`src/rtl/rv_dmem_bridge.sv`:
```
// ---------------------------------------------------------------------------
// RvDmemBridge -- connects a RISC-V core's data-memory port to a
// Wishbone-style single-transfer bus.
//
// The bridge accepts one load or store at a time. While a bus cycle is
// outstanding, it ignores any new request. A bus cycle ends in one of two ways:
//   - the slave returns bus_ack_i, or
//   - a wait counter reaches the TIMEOUT threshold. The bridge then aborts
//     the cycle and reports the abort on dm_err_o.
//
// Parameters
//   TIMEOUT           cycles to wait for ack before abort (0 = never abort)
//
// Ports
//   clk_i             sole clock, rising edge
//   rst_n_i           synchronous active-low reset
//   dm_addr_i         core byte address
//   dm_data_s_i       core store data (already byte-replicated)
//   dm_data_select_i  byte lane select
//   dm_load_i         load request pulse
//   dm_store_i        store request pulse (wins over a simultaneous load)
//   dm_ready_o        bridge idle, a request this cycle is accepted
//   dm_data_l_o       raw load word, held until the next load completes
//   dm_load_done_o    one-cycle pulse, load finished (normally or aborted)
//   dm_err_o          one-cycle pulse, bus cycle aborted by timeout
//   bus_cyc_o/stb_o   bus cycle / strobe (identical)
//   bus_we_o          write enable
//   bus_adr_o         word-aligned address
//   bus_dat_o         write data
//   bus_sel_o         byte select, forwarded unmodified
//   bus_dat_i         read data
//   bus_ack_i         cycle termination
// ---------------------------------------------------------------------------
module rv_dmem_bridge #(
    parameter int unsigned TIMEOUT = 255
) (
    input  logic        clk_i,
    input  logic        rst_n_i,
    input  logic [31:0] dm_addr_i,
    input  logic [31:0] dm_data_s_i,
    input  logic [3:0]  dm_data_select_i,
    input  logic        dm_load_i,
    input  logic        dm_store_i,
    output logic        dm_ready_o,
    output logic [31:0] dm_data_l_o,
    output logic        dm_load_done_o,
    output logic        dm_err_o,
    output logic        bus_cyc_o,
    output logic        bus_stb_o,
    output logic        bus_we_o,
    output logic [31:0] bus_adr_o,
    output logic [31:0] bus_dat_o,
    output logic [3:0]  bus_sel_o,
    input  logic [31:0] bus_dat_i,
    input  logic        bus_ack_i
);

    typedef enum logic {
        IDLE,
        BUS
    } state_e;

    // The counter is compared against TIMEOUT-1. This gives exactly
    // TIMEOUT strobe cycles before an abort.
    localparam logic [7:0] TO_LAST = 8'((TIMEOUT == 0) ? 0 : TIMEOUT - 1);

    state_e      state_q;
    logic [31:0] adr_q;
    logic [31:0] wdat_q;
    logic [31:0] rdat_q;
    logic [3:0]  sel_q;
    logic        we_q;
    logic [7:0]  waitCnt_q;
    logic        done_q;
    logic        err_q;

    logic        request;
    logic        timeoutHit;
    logic [31:0] wordAddr;

    assign request    = dm_load_i | dm_store_i;
    assign wordAddr   = dm_addr_i & 32'hFFFF_FFFC;
    assign timeoutHit = (TIMEOUT != 0) && (waitCnt_q == TO_LAST);

    // The FSM also produces every registered output.
    // An ack in the threshold cycle is checked first, so the ack wins
    // over the timeout.
    always_ff @(posedge clk_i) begin
        if (!rst_n_i) begin
            state_q   <= IDLE;
            adr_q     <= '0;
            wdat_q    <= '0;
            rdat_q    <= '0;
            sel_q     <= '0;
            we_q      <= 1'b0;
            waitCnt_q <= '0;
            done_q    <= 1'b0;
            err_q     <= 1'b0;
        end else begin
            done_q <= 1'b0;
            err_q  <= 1'b0;
            case (state_q)
                IDLE: begin
                    if (request) begin
                        state_q   <= BUS;
                        adr_q     <= wordAddr;
                        wdat_q    <= dm_data_s_i;
                        sel_q     <= dm_data_select_i;
                        we_q      <= dm_store_i;
                        waitCnt_q <= '0;
                    end
                end
                BUS: begin
                    if (bus_ack_i) begin
                        state_q <= IDLE;
                        if (!we_q) begin
                            done_q <= 1'b1;
                            rdat_q <= bus_dat_i;
                        end
                    end else if (timeoutHit) begin
                        state_q <= IDLE;
                        err_q   <= 1'b1;
                        if (!we_q) begin
                            done_q <= 1'b1;
                            rdat_q <= '0;
                        end
                    end else begin
                        waitCnt_q <= waitCnt_q + 8'd1;
                    end
                end
            endcase
        end
    end

    assign dm_ready_o     = (state_q == IDLE);
    assign bus_cyc_o      = (state_q == BUS);
    assign bus_stb_o      = (state_q == BUS);
    assign bus_we_o       = we_q;
    assign bus_adr_o      = adr_q;
    assign bus_dat_o      = wdat_q;
    assign bus_sel_o      = sel_q;
    assign dm_data_l_o    = rdat_q;
    assign dm_load_done_o = done_q;
    assign dm_err_o       = err_q;

endmodule

```
`config.mk`:
```
export PLATFORM = sky130hd
export DESIGN_NAME = rv_dmem_bridge
export DESIGN_NICKNAME = d
export VERILOG_FILES = /design/src/rtl/rv_dmem_bridge.sv
export SDC_FILE = /design/constraint.sdc
export NUM_CORES = 1
export LEC_CHECK = 0
export ABC_AREA = 1
export CAP_MARGIN = 20
export CORE_UTILIZATION = 35
export CTS_CLUSTER_DIAMETER = 80
export DETAILED_ROUTE_END_ITERATION = 16
export PLACE_DENSITY = 0.81
export SETUP_SLACK_MARGIN = 0.02
export SKIP_LAST_GASP = 1
export SLEW_MARGIN = 20
export SYNTH_ARGS = -nofsm -noshare
export SYNTH_HDL_FRONTEND = slang
export SYNTH_SLANG_ARGS = --single-unit
```
`constraint.sdc`:
```
create_clock -name clk_i -period 1.5 [get_ports clk_i]
set_input_delay 0.15 -clock clk_i [delete_from_list [all_inputs] [get_ports clk_i]]
set_output_delay 0.15 -clock clk_i [all_outputs]
set_load 0.005 [all_outputs]
```
==> flow_summary.yaml <==
outcome:
  outcome: "finished clean"
cts:
  clockBufferDepth: 2
  cts_sinks: 110
  cts_max_level: 3
  clockRootBuffer: "clkbuf_16"
  clk_pin_slew_ps: 70
  cts_buffers: 9
  clkLatencyLatePin_ps: 350
  cts_tree: "yes"
final_layout:
  syn_to_final_growth_pct: 62.16
  drive_gt1_share_pct: 8.221
  final_nets: 844
  fillers: 1027
  n_antenna_cell: 0
  fin_area_um2: 6734
min_path:
  hp-class: "in2reg"
  hold_path_startpoint: "rst_n_i"
  min_delay_path_depth: 3
  holdPathEnd: "bus_we_o"
drt:
  wirelength_um: 12240
  drtIter0Drc: 244
  wl_per_cell_um: 13.83
  ant_nets: 0
  vias_per_cell: 4.864
  drt-pass1-iter-count: 4
  drc: 0
  num_vias: 4305
critical_path:
  crit_fanout: 17
  cp_slowest_stage_delay_ps: 400
  timing.critical_path.cells: "ha_1, inv_1, nor2_2, nand2_2, nand2_2, nand2_4, buf_12, nand2_1, a21oi_1"
  r2r_cells: 9
  r2r_start: "waitCnt_q[1]"
  cp_slowest_cell: "dfxtp_1"
  reg2reg_slack_ps: 80
  cp_common_cell: "nand2_2"
  rr_endpoint: "dm_data_l_o[28]"
  arrival_ps: 1640
  worstSetupStartpointType: "flop"
  setup.worst_path.class: "reg2reg"
  cp-end-kind: "flop"
  cp.required_ps: 1720
  path_buf_inv: 2
  cp_top_family: "simple AND/OR/NAND/NOR gates"
power:
  p_sw_share_pct: 24.37
  p_clk_share_pct: 34.2
  power_density_nw_per_um2: 1048
  p_leak_nw: 2.671
  irDropWorstVdd_mv: 0.5921
  sequentialPowerShare_pct: 46.2
  switchingPower_w: 0.001721
  power_w: 0.007060
  p_int_w: 0.005339
  comb_power_share_pct: 19.6
floorplanning:
  core_area_um2: 11470
  initial_core_util_pct: 36.21
  die_area_um2: 12300
  die_w_um: 110.9
  die_h_um: 110.9
  io_pins: 211
  num_rows: 39
synth:
  syn_avg_cell_area_um2: 7.719
  synth_edf_count: 0
  syn-cell-area_um2: 4153
  synth-seq-area-share_pct: 53.03
  ys_top_cells_by_area: "dfxtp_1 (53%), nor2_1 (12%), o21ai_0 (8.0%), nand2_1 (6.6%), nand3_1 (4.8%)"
  synth_cells: 538
  ys.flop_type: "dfxtp_1"
  yosysUniqueCellTypes: 25
  yosys-top-cells-count: "nor2_1 (135), dfxtp_1 (110), nand2_1 (73)"
  async_flop_share_pct: 0
  ys_ff_latch: 110
  yosysTopAreaCell: "dfxtp_1"
  ys_warn_count: 0
  synth_top_area_share_pct: 53.03
  yosysMostFrequentCell: "nor2_1"
timing:
  slew_viol_final: 0
  max_freq_ghz: 0.7032
  layout_min_cycle_time_ps: 1422
  clock_skew_ps: 13.05
  setup-violations-final: 0
  grt_setup_unrepaired: "no"
  hold_viol_final: 0
  fin_ws_ps: 77.83
  fin_crit_sh_pct: 94.81
place:
  dp_hpwl_um: 8530
  io_buffer_count: 206
  postPlaceCellArea_um2: 6336
  gp_routability_congestion: 0.8589
  pre_cts_slack_ps: -36.10
global_routing:
  grt_pass1_vias: 4216
  grt_antenna_before_repair: 0
  grt_usage_pct: 19.48
  grt_overflow: 0
  grt_pass1_wl_um: 19590
  grt_max_degree: 75
job:
  max_cap_viol_count: 0
[power by group through the flow]
| stage | Clock, W | Combinational, W | Sequential, W |
|---|---|---|---|
| 2_1_floorplan | 0 | 0.000514 | 0.00334 |
| 3_3_place_gp | 0 | 0.00133 | 0.00331 |
| 3_5_place_dp | 0 | 0.00135 | 0.00333 |
| 4_1_cts | 0.00247 | 0.00137 | 0.00326 |
| 5_1_grt | 0.00259 | 0.00151 | 0.00329 |
| 6_report | 0.00241 | 0.00138 | 0.00326 |
[worst max-delay path by stage]
stage                  from              end  slack [ps]  depth (start not counted)
2_1_floorplan  waitCnt_q[0]   dm_data_l_o[0]         210                         10
3_3_place_gp     dm_store_i     waitCnt_q[6]         -10                          7
3_5_place_dp     dm_store_i     waitCnt_q[5]         -40                          7
4_1_cts        waitCnt_q[0]  dm_data_l_o[28]          10                         10
5_1_grt        waitCnt_q[0]   dm_data_l_o[1]           7                         10
6_report       waitCnt_q[1]  dm_data_l_o[28]          80                          9
[state kept, by name (all words and copies together) (netlist names), 4 cells and up]
register and cells:
bus_adr_o 30, bus_dat_o 32, bus_sel_o 4, dm_data_l_o 32, waitCnt_q 8
[area by class of cell]
cell class | count | area, um2 | share of cell area (%)
inverters | 17 | 66.31 | 0.9848
well taps | 143 | 178.9 | 2.657
clock inverters | 3 | 42.54 | 0.6317
repair buffers | 225 | 2287 | 33.97
flip-flops and latches | 110 | 2206 | 32.76
clock buffers | 13 | 260.3 | 3.865
multi-input cells | 374 | 1693 | 25.14
[routing by layer]
layer  routed length (um)  GRT usage (%)  up-vias
li1                     -              -     2122
met5                    0              0        -
met1                 4800          21.63     1976
met4                  445          11.29        0
met2                 6116          33.46      171
met3                  873          5.194       36
[per-stage QoR]
stage               TNS (ps)  utilization [%]  hold slack [ps]  cells
floorplan                  0                -            295.2    539
global placement      -26.18            55.25            447.7    864
detailed placement    -57.19            55.25            454.2    864
CTS                        0            58.03            88.33    882
global route               0            58.72            99.25    885
finish                     0            58.72            90.80    885
[kinds of logic after synthesis]
family / Yosys count / synth area share, %
AND/OR/NAND/NOR: 265 / 26.36
other: 1 / 0.09030
adder cells (fa/ha/maj): 2 / 0.6025
flip-flops: 110 / 53.03
buffers and inverters: 55 / 6.990
AO/OA/AOI/OAI: 105 / 12.93
[layout by cell type, fill, tap and decap left out]
| cell | n |
|---|---|
| clkinv_1 | 1 |
| inv_1 | 13 |
| a21oi_2 | 3 |
| nand2_4 | 1 |
| bufinv_16 | 1 |
| dfxtp_1 | 107 |
| clkbuf_1 | 2 |
| nor2_4 | 2 |
| nor3_1 | 1 |
| dfxtp_2 | 3 |
| nor2_1 | 134 |
| clkbuf_8 | 2 |
| nand3_1 | 40 |
| ha_1 | 2 |
| buf_12 | 5 |
| clkbuf_16 | 10 |
| inv_2 | 2 |
| buf_4 | 11 |
| nand2_1 | 71 |
| inv_4 | 1 |
| clkdlybuf4s50_1 | 205 |
| conb_1 | 2 |
| a21oi_1 | 34 |
| clkinv_2 | 1 |
| nand3_2 | 1 |
| nor2_2 | 11 |
| nand4_1 | 2 |
| clkinvlp_4 | 1 |
| buf_2 | 1 |
| buf_6 | 2 |
| o21ai_4 | 1 |
| nand2_2 | 2 |
| o21ai_0 | 66 |
| o21ai_1 | 1 |
[worst reg2reg max path: stages, from the launching register on]
cell and delay [ps]:
dfxtp_1 400, ha_1 170, inv_1 50, nor2_2 130, nand2_2 80, nand2_2 80, nand2_4 80, buf_12 160
nand2_1 80, a21oi_1 70
[timing repair]
item,CTS,global route
pin swaps,0,1
resized for setup,0,13
gates cloned,0,2
hold buffers,0,0
setup endpoints to repair,2,39
setup buffers,2,1
Power figures use the tool's default switching activity.
